==> config.mk <==
export PLATFORM = sky130hd
export DESIGN_NAME = wb_arbiter_flat
export DESIGN_NICKNAME = d
export VERILOG_FILES = /design/src/rtl/wb_arbiter_pkg.sv /design/src/rtl/wb_arbiter_if.sv /design/src/rtl/wb_arbiter_starve_cnt.sv /design/src/rtl/wb_arbiter.sv /design/src/flat_wrapper.sv
export SDC_FILE = /design/constraint.sdc
export NUM_CORES = 1
export LEC_CHECK = 0
export ABC_AREA = 1
export BUFFER_PORTS_ARGS = -buffer_cell sky130_fd_sc_hd__buf_4
export CORE_UTILIZATION = 42
export CTS_BUF_LIST = sky130_fd_sc_hd__clkbuf_8
export CTS_CLUSTER_DIAMETER = 80
export CTS_CLUSTER_SIZE = 14
export DETAILED_ROUTE_END_ITERATION = 8
export PLACE_DENSITY = 0.76
export SETUP_SLACK_MARGIN = 0.02
export SLEW_MARGIN = 40
export SYNTH_ARGS = -nofsm -noshare
export SYNTH_HDL_FRONTEND = slang
export SYNTH_SLANG_ARGS = --single-unit
==> constraint.sdc <==
create_clock -name clk -period 2 [get_ports clk]
set_input_delay 0.1 -clock clk [delete_from_list [all_inputs] [get_ports clk]]
set_output_delay 0.1 -clock clk [all_outputs]
set_load 0.01 [all_outputs]
==> src/rtl/wb_arbiter_pkg.sv <==
// Shared constants and types for the writeback arbiter: data/index widths,
// source codes reported on the write port, and internal source slot numbers.
package wb_arbiter_pkg;

    localparam int XLEN          = 32;
    localparam int REG_IDX_WIDTH = 5;
    localparam logic [REG_IDX_WIDTH-1:0] REG_X0 = '0;

    // Starvation counters are 4 bits wide, so the limit must stay within 1..15.
    localparam int CNT_WIDTH = 4;
    localparam int NUM_SRC   = 3;

    // Slot numbers used to index the per-source arrays inside the arbiter.
    localparam int SRC_ALU = 0;
    localparam int SRC_LSU = 1;
    localparam int SRC_MDU = 2;

    // Source code driven on wb_src_o alongside each write.
    typedef enum logic [1:0] {
        WB_SRC_NONE = 2'd0,
        WB_SRC_ALU  = 2'd1,
        WB_SRC_LSU  = 2'd2,
        WB_SRC_MDU  = 2'd3
    } wb_src_e;

    // Map an internal slot to the code reported on the write port.
    function automatic wb_src_e src_code(input int slot);
        case (slot)
            SRC_ALU: src_code = WB_SRC_ALU;
            SRC_LSU: src_code = WB_SRC_LSU;
            SRC_MDU: src_code = WB_SRC_MDU;
            default: src_code = WB_SRC_NONE;
        endcase
    endfunction

endpackage

==> src/rtl/wb_arbiter_if.sv <==
// Bundle of the three result handshakes plus the registered write port.
// The slave modport is the arbiter's view; master is the sources/regfile side.
interface wb_arbiter_if #(
    parameter int XLEN          = 32,
    parameter int REG_IDX_WIDTH = 5
);

    logic                     alu_valid_i;
    logic                     alu_ready_o;
    logic [REG_IDX_WIDTH-1:0] alu_rd_idx_i;
    logic [XLEN-1:0]          alu_rd_wdata_i;

    logic                     lsu_valid_i;
    logic                     lsu_ready_o;
    logic [REG_IDX_WIDTH-1:0] lsu_rd_idx_i;
    logic [XLEN-1:0]          lsu_rd_wdata_i;

    logic                     mdu_valid_i;
    logic                     mdu_ready_o;
    logic [REG_IDX_WIDTH-1:0] mdu_rd_idx_i;
    logic [XLEN-1:0]          mdu_rd_wdata_i;

    logic                     wb_rd_en_o;
    logic [REG_IDX_WIDTH-1:0] wb_rd_idx_o;
    logic [XLEN-1:0]          wb_rd_wdata_o;
    logic [1:0]               wb_src_o;

    modport slave (
        input  alu_valid_i, alu_rd_idx_i, alu_rd_wdata_i,
        input  lsu_valid_i, lsu_rd_idx_i, lsu_rd_wdata_i,
        input  mdu_valid_i, mdu_rd_idx_i, mdu_rd_wdata_i,
        output alu_ready_o, lsu_ready_o, mdu_ready_o,
        output wb_rd_en_o, wb_rd_idx_o, wb_rd_wdata_o, wb_src_o
    );

    modport master (
        output alu_valid_i, alu_rd_idx_i, alu_rd_wdata_i,
        output lsu_valid_i, lsu_rd_idx_i, lsu_rd_wdata_i,
        output mdu_valid_i, mdu_rd_idx_i, mdu_rd_wdata_i,
        input  alu_ready_o, lsu_ready_o, mdu_ready_o,
        input  wb_rd_en_o, wb_rd_idx_o, wb_rd_wdata_o, wb_src_o
    );

endinterface

==> src/rtl/wb_arbiter_starve_cnt.sv <==
// Per-source starvation counter: counts consecutive cycles a valid source
// loses arbitration, saturating at STARVE_LIM, and flags the source urgent
// once the limit is reached.
module wb_starve_cnt
    import wb_arbiter_pkg::*;
#(
    parameter int STARVE_LIM = 4
) (
    input  logic clk,
    input  logic rst,
    input  logic valid,
    input  logic grant,
    output logic urgent
);

    localparam logic [CNT_WIDTH-1:0] LIM = CNT_WIDTH'(STARVE_LIM);

    logic [CNT_WIDTH-1:0] count_reg;

    // Clear when idle or served, otherwise count lost cycles up to the limit.
    always_ff @(posedge clk) begin
        if (rst) begin
            count_reg <= '0;
        end else if (!valid || grant) begin
            count_reg <= '0;
        end else if (count_reg != LIM) begin
            count_reg <= count_reg + 1'b1;
        end
    end

    assign urgent = (count_reg == LIM);

endmodule

==> src/rtl/wb_arbiter.sv <==
// Writeback arbiter: picks at most one of ALU/LSU/MDU per cycle (fixed
// priority LSU > MDU > ALU, with starving sources promoted to urgent) and
// registers the winner onto the register-file write port. Writes to x0 are
// accepted but do not raise the write enable.
module wb_arbiter
    import wb_arbiter_pkg::*;
#(
    parameter int XLEN          = wb_arbiter_pkg::XLEN,
    parameter int REG_IDX_WIDTH = wb_arbiter_pkg::REG_IDX_WIDTH,
    parameter int STARVE_LIM    = 4
) (
    input  logic         clk,
    input  logic         rst,
    wb_arbiter_if.slave  bus
);

    logic [NUM_SRC-1:0]       valid;
    logic [NUM_SRC-1:0]       urgent;
    logic [NUM_SRC-1:0]       urgent_valid;
    logic [NUM_SRC-1:0]       grant;
    logic [REG_IDX_WIDTH-1:0] idx   [NUM_SRC];
    logic [XLEN-1:0]          wdata [NUM_SRC];

    logic [REG_IDX_WIDTH-1:0] sel_idx;
    logic [XLEN-1:0]          sel_wdata;
    wb_src_e                  sel_code;

    logic                     en_reg;
    logic [REG_IDX_WIDTH-1:0] idx_reg;
    logic [XLEN-1:0]          wdata_reg;
    wb_src_e                  src_reg;

    // Gather the named source ports into slot-indexed arrays.
    assign valid[SRC_ALU] = bus.alu_valid_i;
    assign valid[SRC_LSU] = bus.lsu_valid_i;
    assign valid[SRC_MDU] = bus.mdu_valid_i;
    assign idx[SRC_ALU]   = bus.alu_rd_idx_i;
    assign idx[SRC_LSU]   = bus.lsu_rd_idx_i;
    assign idx[SRC_MDU]   = bus.mdu_rd_idx_i;
    assign wdata[SRC_ALU] = bus.alu_rd_wdata_i;
    assign wdata[SRC_LSU] = bus.lsu_rd_wdata_i;
    assign wdata[SRC_MDU] = bus.mdu_rd_wdata_i;

    generate
        for (genvar gi = 0; gi < NUM_SRC; gi++) begin : g_starve
            wb_starve_cnt #(
                .STARVE_LIM (STARVE_LIM)
            ) u_starve_cnt (
                .clk    (clk),
                .rst    (rst),
                .valid  (valid[gi]),
                .grant  (grant[gi]),
                .urgent (urgent[gi])
            );
        end
    endgenerate

    // One-hot pick of the highest fixed-priority requester: LSU > MDU > ALU.
    function automatic logic [NUM_SRC-1:0] pick_first(input logic [NUM_SRC-1:0] req);
        pick_first = '0;
        if (req[SRC_LSU])      pick_first[SRC_LSU] = 1'b1;
        else if (req[SRC_MDU]) pick_first[SRC_MDU] = 1'b1;
        else if (req[SRC_ALU]) pick_first[SRC_ALU] = 1'b1;
    endfunction

    // Urgent valid sources take precedence; reset suppresses every grant.
    always_comb begin
        urgent_valid = valid & urgent;
        grant        = '0;
        if (!rst) begin
            grant = pick_first((|urgent_valid) ? urgent_valid : valid);
        end
    end

    // Route the granted source's payload towards the output register.
    always_comb begin
        sel_idx   = '0;
        sel_wdata = '0;
        sel_code  = WB_SRC_NONE;
        for (int i = 0; i < NUM_SRC; i++) begin
            if (grant[i]) begin
                sel_idx   = idx[i];
                sel_wdata = wdata[i];
                sel_code  = src_code(i);
            end
        end
    end

    // Write port register: one cycle after acceptance; x0 and idle cycles
    // drop the enable while idx/wdata hold their last written values.
    always_ff @(posedge clk) begin
        if (rst) begin
            en_reg    <= 1'b0;
            idx_reg   <= '0;
            wdata_reg <= '0;
            src_reg   <= WB_SRC_NONE;
        end else if ((|grant) && (sel_idx != REG_X0[REG_IDX_WIDTH-1:0])) begin
            en_reg    <= 1'b1;
            idx_reg   <= sel_idx;
            wdata_reg <= sel_wdata;
            src_reg   <= sel_code;
        end else begin
            en_reg    <= 1'b0;
            src_reg   <= WB_SRC_NONE;
        end
    end

    assign bus.alu_ready_o   = grant[SRC_ALU];
    assign bus.lsu_ready_o   = grant[SRC_LSU];
    assign bus.mdu_ready_o   = grant[SRC_MDU];
    assign bus.wb_rd_en_o    = en_reg;
    assign bus.wb_rd_idx_o   = idx_reg;
    assign bus.wb_rd_wdata_o = wdata_reg;
    assign bus.wb_src_o      = src_reg;

endmodule

==> src/flat_wrapper.sv <==
// flat-port wrapper written by rule: the top's interface ports become plain ports
module wb_arbiter_flat import wb_arbiter_pkg::*;
#(
    parameter int XLEN          = wb_arbiter_pkg::XLEN,
    parameter int REG_IDX_WIDTH = wb_arbiter_pkg::REG_IDX_WIDTH,
    parameter int STARVE_LIM    = 4
)
  (clk, rst, bus_alu_valid_i, bus_alu_rd_idx_i, bus_alu_rd_wdata_i, bus_lsu_valid_i, bus_lsu_rd_idx_i, bus_lsu_rd_wdata_i, bus_mdu_valid_i, bus_mdu_rd_idx_i, bus_mdu_rd_wdata_i, bus_alu_ready_o, bus_lsu_ready_o, bus_mdu_ready_o, bus_wb_rd_en_o, bus_wb_rd_idx_o, bus_wb_rd_wdata_o, bus_wb_src_o);
  wb_arbiter_if #(.XLEN(XLEN), .REG_IDX_WIDTH(REG_IDX_WIDTH)) bus_i ();
  input  logic clk;
  input  logic rst;
  input wire logic [$bits(bus_i.alu_valid_i)-1:0] bus_alu_valid_i;
  input wire logic [$bits(bus_i.alu_rd_idx_i)-1:0] bus_alu_rd_idx_i;
  input wire logic [$bits(bus_i.alu_rd_wdata_i)-1:0] bus_alu_rd_wdata_i;
  input wire logic [$bits(bus_i.lsu_valid_i)-1:0] bus_lsu_valid_i;
  input wire logic [$bits(bus_i.lsu_rd_idx_i)-1:0] bus_lsu_rd_idx_i;
  input wire logic [$bits(bus_i.lsu_rd_wdata_i)-1:0] bus_lsu_rd_wdata_i;
  input wire logic [$bits(bus_i.mdu_valid_i)-1:0] bus_mdu_valid_i;
  input wire logic [$bits(bus_i.mdu_rd_idx_i)-1:0] bus_mdu_rd_idx_i;
  input wire logic [$bits(bus_i.mdu_rd_wdata_i)-1:0] bus_mdu_rd_wdata_i;
  output wire logic [$bits(bus_i.alu_ready_o)-1:0] bus_alu_ready_o;
  output wire logic [$bits(bus_i.lsu_ready_o)-1:0] bus_lsu_ready_o;
  output wire logic [$bits(bus_i.mdu_ready_o)-1:0] bus_mdu_ready_o;
  output wire logic [$bits(bus_i.wb_rd_en_o)-1:0] bus_wb_rd_en_o;
  output wire logic [$bits(bus_i.wb_rd_idx_o)-1:0] bus_wb_rd_idx_o;
  output wire logic [$bits(bus_i.wb_rd_wdata_o)-1:0] bus_wb_rd_wdata_o;
  output wire logic [$bits(bus_i.wb_src_o)-1:0] bus_wb_src_o;
  assign bus_i.alu_valid_i = bus_alu_valid_i;
  assign bus_i.alu_rd_idx_i = bus_alu_rd_idx_i;
  assign bus_i.alu_rd_wdata_i = bus_alu_rd_wdata_i;
  assign bus_i.lsu_valid_i = bus_lsu_valid_i;
  assign bus_i.lsu_rd_idx_i = bus_lsu_rd_idx_i;
  assign bus_i.lsu_rd_wdata_i = bus_lsu_rd_wdata_i;
  assign bus_i.mdu_valid_i = bus_mdu_valid_i;
  assign bus_i.mdu_rd_idx_i = bus_mdu_rd_idx_i;
  assign bus_i.mdu_rd_wdata_i = bus_mdu_rd_wdata_i;
  assign bus_alu_ready_o = bus_i.alu_ready_o;
  assign bus_lsu_ready_o = bus_i.lsu_ready_o;
  assign bus_mdu_ready_o = bus_i.mdu_ready_o;
  assign bus_wb_rd_en_o = bus_i.wb_rd_en_o;
  assign bus_wb_rd_idx_o = bus_i.wb_rd_idx_o;
  assign bus_wb_rd_wdata_o = bus_i.wb_rd_wdata_o;
  assign bus_wb_src_o = bus_i.wb_src_o;
  wb_arbiter #(.XLEN(XLEN), .REG_IDX_WIDTH(REG_IDX_WIDTH), .STARVE_LIM(STARVE_LIM)) u_core (.clk(clk), .rst(rst), .bus(bus_i));
endmodule
==> insert_results.sql <==
INSERT INTO impl_metrics (metric_group, metric, value, unit) VALUES
('run_status', 'result_of_the_run', 'finished with violations', ''),
('run_status', 'failed_checks', 'DRC, setup timing', ''),
('clock_network', 'clkSlewWorstSetupHoldPaths', '0.10', 'ns'),
('logic_synthesis', 'postSynthRegisterBits', '52', ''),
('routing', 'wirelength', '10.2', 'mm'),
('final_layout', 'proportion_of_layout_cells_with_a_drive_suffix_above_1', '0.462', ''),
('die', 'floorplan.die_area', '7160', 'um^2'),
('clock_network', 'clock_sinks', '52', ''),
('worst_setup_path', 'start_kind', 'register', ''),
('die', 'design.core.area', '6460', 'um^2'),
('timing', 'final_period_minus_worst_setup_slack', '2.30', 'ns'),
('worst_setup_path', 'critical-path-max-stage-delay', '0.34', 'ns'),
('worst_setup_path', 'timing.critical_path.max_delay_family', 'simple AND/OR/NAND/NOR gates', ''),
('job', 'timing.max_cap.violations', '0', ''),
('worst_setup_path', 'critical_path_buf_inv_count', '4', ''),
('logic_synthesis', 'post_synth.cell_area_avg', '6.99', 'um^2'),
('worst_setup_path', 'cp_cell_sequence', 'inv_2 -> ha_4 -> nand4_4 -> buf_6 -> nand3_2 -> nand2_2 -> nand2_4 -> nor2_1 -> nor2_1 -> nand2_1 -> nand2_2 -> nand3_4 -> nor2_8 -> buf_12 -> clkbuf_16 -> nand3_1 -> nand2_1', ''),
('final_layout', 'finalNonFillerCells', '685', ''),
('die', 'die_width', '84.6', 'um'),
('die', 'initial_core_utilization', '0.444', ''),
('logic_synthesis', 'area_of_the_mapped_netlist', '2870', 'um^2'),
('final_layout', 'syn2layout_area_growth', '70.6', '%'),
('grt', 'grt_start_max_net_pins', '36', ''),
('power', 'worst_ir_drop_on_vdd', '0.314', 'mV'),
('clock_network', 'h-tree-depth', '2', ''),
('power', 'finalPower', '2.82', 'mW'),
('routing', 'drt_iter0_drc', '160', ''),
('timing', 'setup_viol', '42', ''),
('timing', 'timing_hold_violations_final', '0', ''),
('routing', 'total_drc_errors_in_the_routed_layout', '6', ''),
('grt', 'groute.usage.overall', '0.278', ''),
('routing', 'drt-wirelength-per-cell', '14.9', 'um'),
('worst_setup_path', 'critical_path.endpoint_type', 'register', ''),
('final_layout', 'mostFrequentLayoutCells', 'sky130_fd_sc_hd__buf_4, sky130_fd_sc_hd__nand2_1, sky130_fd_sc_hd__dfxtp_1', ''),
('power', 'power.leakage', '2.51', 'nW'),
('routing', 'detail_route.first_pass.iterations', '7', ''),
('grt', 'grt_pass1_vias', '3485', ''),
('timing', 'max_clock_freq', '435', 'MHz'),
('routing', 'vias', '3526', ''),
('clock_network', 'clk_path_buf_depth', '2', ''),
('worst_setup_path', 'timing_worst_setup_path_type', 'register to register', ''),
('timing', 'timing.slew.headroom', '0.708', ''),
('final_layout', 'largest_reg_flops', '32', ''),
('timing', 'report.final.slew_viol_count', '0', ''),
('timing', 'layout_worst_path_cycle_share', '1.15', ''),
('place', 'input_output_buffers', '158', ''),
('timing', 'finalClockSkew', '0.00738', 'ns'),
('grt', 'total_grt_overflow', '0', ''),
('timing', 'max_slew.worst_pin.slew', '0.438', 'ns'),
('clock_network', 'numCtsBuffers', '5', ''),
('final_layout', 'final_common_cell', 'sky130_fd_sc_hd__buf_4', ''),
('place', 'dp_hpwl', '6.59', 'mm'),
('power', 'power_per_cell_area', '577', 'nW/um^2'),
('grt', 'grt_first_pass_wirelength', '15.8', 'mm'),
('clock_network', 'ctsRootBufferMaster', 'sky130_fd_sc_hd__clkbuf_8', ''),
('logic_synthesis', 'netlist_instances', '410', ''),
('logic_synthesis', 'synth-seq-area-share', '0.363', ''),
('routing', 'postRouteAntennaNets', '0', ''),
('worst_setup_path', 'crit_fanout', '5', ''),
('place', 'gpl.final_weighted_congestion', '0.863', ''),
('die', 'pin_count', '159', ''),
('logic_synthesis', 'synth_nets', '532', ''),
('worst_setup_path', 'crit_path_top_delay_cell', 'sky130_fd_sc_hd__dfxtp_2', ''),
('timing', 'fin_ws', '-0.297', 'ns'),
('final_layout', 'fin_nets', '729', ''),
('die', 'die_h', '84.6', 'um'),
('logic_synthesis', 'synthDistinctLibCells', '28', ''),
('timing', 'unrepaired_setup_endpoints_after_global_routing', 'true', ''),
('place', 'placed_cells_incl_taps', '653', ''),
('grt', 'antenna_found_initial', '0', ''),
('routing', 'vias_per_cell', '5.15', ''),
('die', 'placement_rows', '29', ''),
('worst_setup_path', 'critPathRequiredTime', '2.26', 'ns'),
('final_layout', 'antenna-diode-count', '0', ''),
('timing', 'hold_ws', '0.0745', 'ns'),
('clock_network', 'clk-insertion-delay-late', '0.31', 'ns'),
('worst_setup_path', 'cp.arrival', '2.56', 'ns'),
('worst_hold_path', 'holdCritPathClass', 'input pin to register', ''),
('clock_network', 'tritoncts', 'built', ''),
('logic_synthesis', 'yosysWarnings', '0', '');
[timing repair]
item / CTS / global route
resized for setup: 49 / 19
endpoints found under the setup margin: 43 / 51
gates cloned: 3 / 1
pin swaps: 19 / 10
buffers inserted: 14 / 7
hold endpoints to repair: 2 / 0
hold buffers: 1 / 0
[tightest hold or removal path: cells and delay by family]
family / cells / cell delay (ns)
buffers and inverters: 1 / 0.08
and+or+nand+nor: 4 / 0.18
[logic make-up after synthesis]
group,count (synthesis),synth area share
adder cells (fa/ha/maj),6,0.0262
XOR/XNOR,4,0.0122
buffers and inverters,49,0.0852
AND/OR/NAND/NOR,252,0.401
flip-flops,52,0.363
AO/OA/AOI/OAI,47,0.112
[synthesized netlist by cell type]
| library cell | count | area share |
|---|---|---|
| sky130_fd_sc_hd__buf_2 | 3 | 0.0052 |
| sky130_fd_sc_hd__nor2_2 | 2 | 0.0044 |
| sky130_fd_sc_hd__xnor2_1 | 3 | 0.0092 |
| sky130_fd_sc_hd__nand2_1 | 159 | 0.21 |
| sky130_fd_sc_hd__clkinv_1 | 1 | 0.0013 |
| sky130_fd_sc_hd__inv_2 | 2 | 0.0026 |
| sky130_fd_sc_hd__ha_1 | 6 | 0.026 |
| sky130_fd_sc_hd__a211oi_1 | 1 | 0.0026 |
| sky130_fd_sc_hd__nand4_2 | 2 | 0.0087 |
| sky130_fd_sc_hd__nand3_2 | 10 | 0.035 |
| sky130_fd_sc_hd__a22oi_1 | 32 | 0.084 |
| sky130_fd_sc_hd__nand3_1 | 39 | 0.068 |
| sky130_fd_sc_hd__buf_4 | 1 | 0.0026 |
| sky130_fd_sc_hd__clkbuf_1 | 9 | 0.012 |
| sky130_fd_sc_hd__xor2_1 | 1 | 0.0031 |
| sky130_fd_sc_hd__a21oi_1 | 12 | 0.021 |
| sky130_fd_sc_hd__buf_6 | 7 | 0.028 |
| sky130_fd_sc_hd__nor2_8 | 1 | 0.0070 |
| sky130_fd_sc_hd__o21ai_0 | 1 | 0.0017 |
| sky130_fd_sc_hd__a21boi_0 | 1 | 0.0026 |
| sky130_fd_sc_hd__dfxtp_1 | 52 | 0.36 |
| sky130_fd_sc_hd__nor2_1 | 23 | 0.030 |
| sky130_fd_sc_hd__inv_1 | 26 | 0.034 |
| sky130_fd_sc_hd__nor3_1 | 1 | 0.0017 |
| sky130_fd_sc_hd__nand2_2 | 5 | 0.011 |
| sky130_fd_sc_hd__nor2_4 | 1 | 0.0039 |
| sky130_fd_sc_hd__nand4_1 | 7 | 0.015 |
| sky130_fd_sc_hd__nand2_4 | 2 | 0.0079 |
[path summary, 6_finish.rpt]
kind	start	end	slack, ns	cells past startpoint
setup / recovery	u_core.g_starve[1].u_starve_cnt.count_reg[1]$_SDFFE_PP0P_	u_core.bus.wb_rd_wdata_o[1]$_SDFFE_PP0P_	-0.30	17
hold / removal	bus_mdu_rd_wdata_i[23]	u_core.bus.wb_rd_wdata_o[23]$_SDFFE_PP0P_	0.07	5
setup reg to reg	u_core.g_starve[1].u_starve_cnt.count_reg[1]$_SDFFE_PP0P_	u_core.bus.wb_rd_wdata_o[1]$_SDFFE_PP0P_	-0.30	17
hold reg to reg	u_core.bus.wb_rd_wdata_o[24]$_SDFFE_PP0P_	u_core.bus.wb_rd_wdata_o[24]$_SDFFE_PP0P_	0.46	2
[final cells by class]
class	count	area (um^2)
multi-input cells	310	1800
clock inverters	2	13.8
flip-flops and latches	52	1050
clock buffers	6	82.6
well taps	77	96.3
fillers	472	1570
inverters	29	126
repair buffers	209	1730
[stage by stage]
step / util / setup TNS [ns] / worst slack (ns) / instance area [um^2]
6_report: 0.757 / -9.28 / -0.297 / 4890
5_1_grt: 0.757 / -16.61 / -0.428 / 4890
4_1_cts: 0.736 / -3.77 / -0.117 / 4760
3_5_place_dp: 0.662 / -7.20 / -0.237 / 4280
3_3_place_gp: 0.662 / -4.31 / -0.153 / 4280
2_1_floorplan: - / 0 / 0.0204 / 2880
[power breakdown]
part	total (mW)	switching (mW)	internal, mW
Clock	0.650	0.366	0.284
Combinational	0.989	0.465	0.524
Sequential	1.18	0.0540	1.13
[metal layers]
| metal | up-vias | wire length [um] | GRT usage |
|---|---|---|---|
| li1 | 1739 | - | - |
| met2 | 152 | 5140 | 0.500 |
| met1 | 1596 | 4040 | 0.312 |
| met3 | 39 | 550 | 0.0570 |
| met4 | 0 | 447 | 0.140 |
| met5 | - | 0 | 0 |
Note: power is estimated with default switching activity, not from simulation.
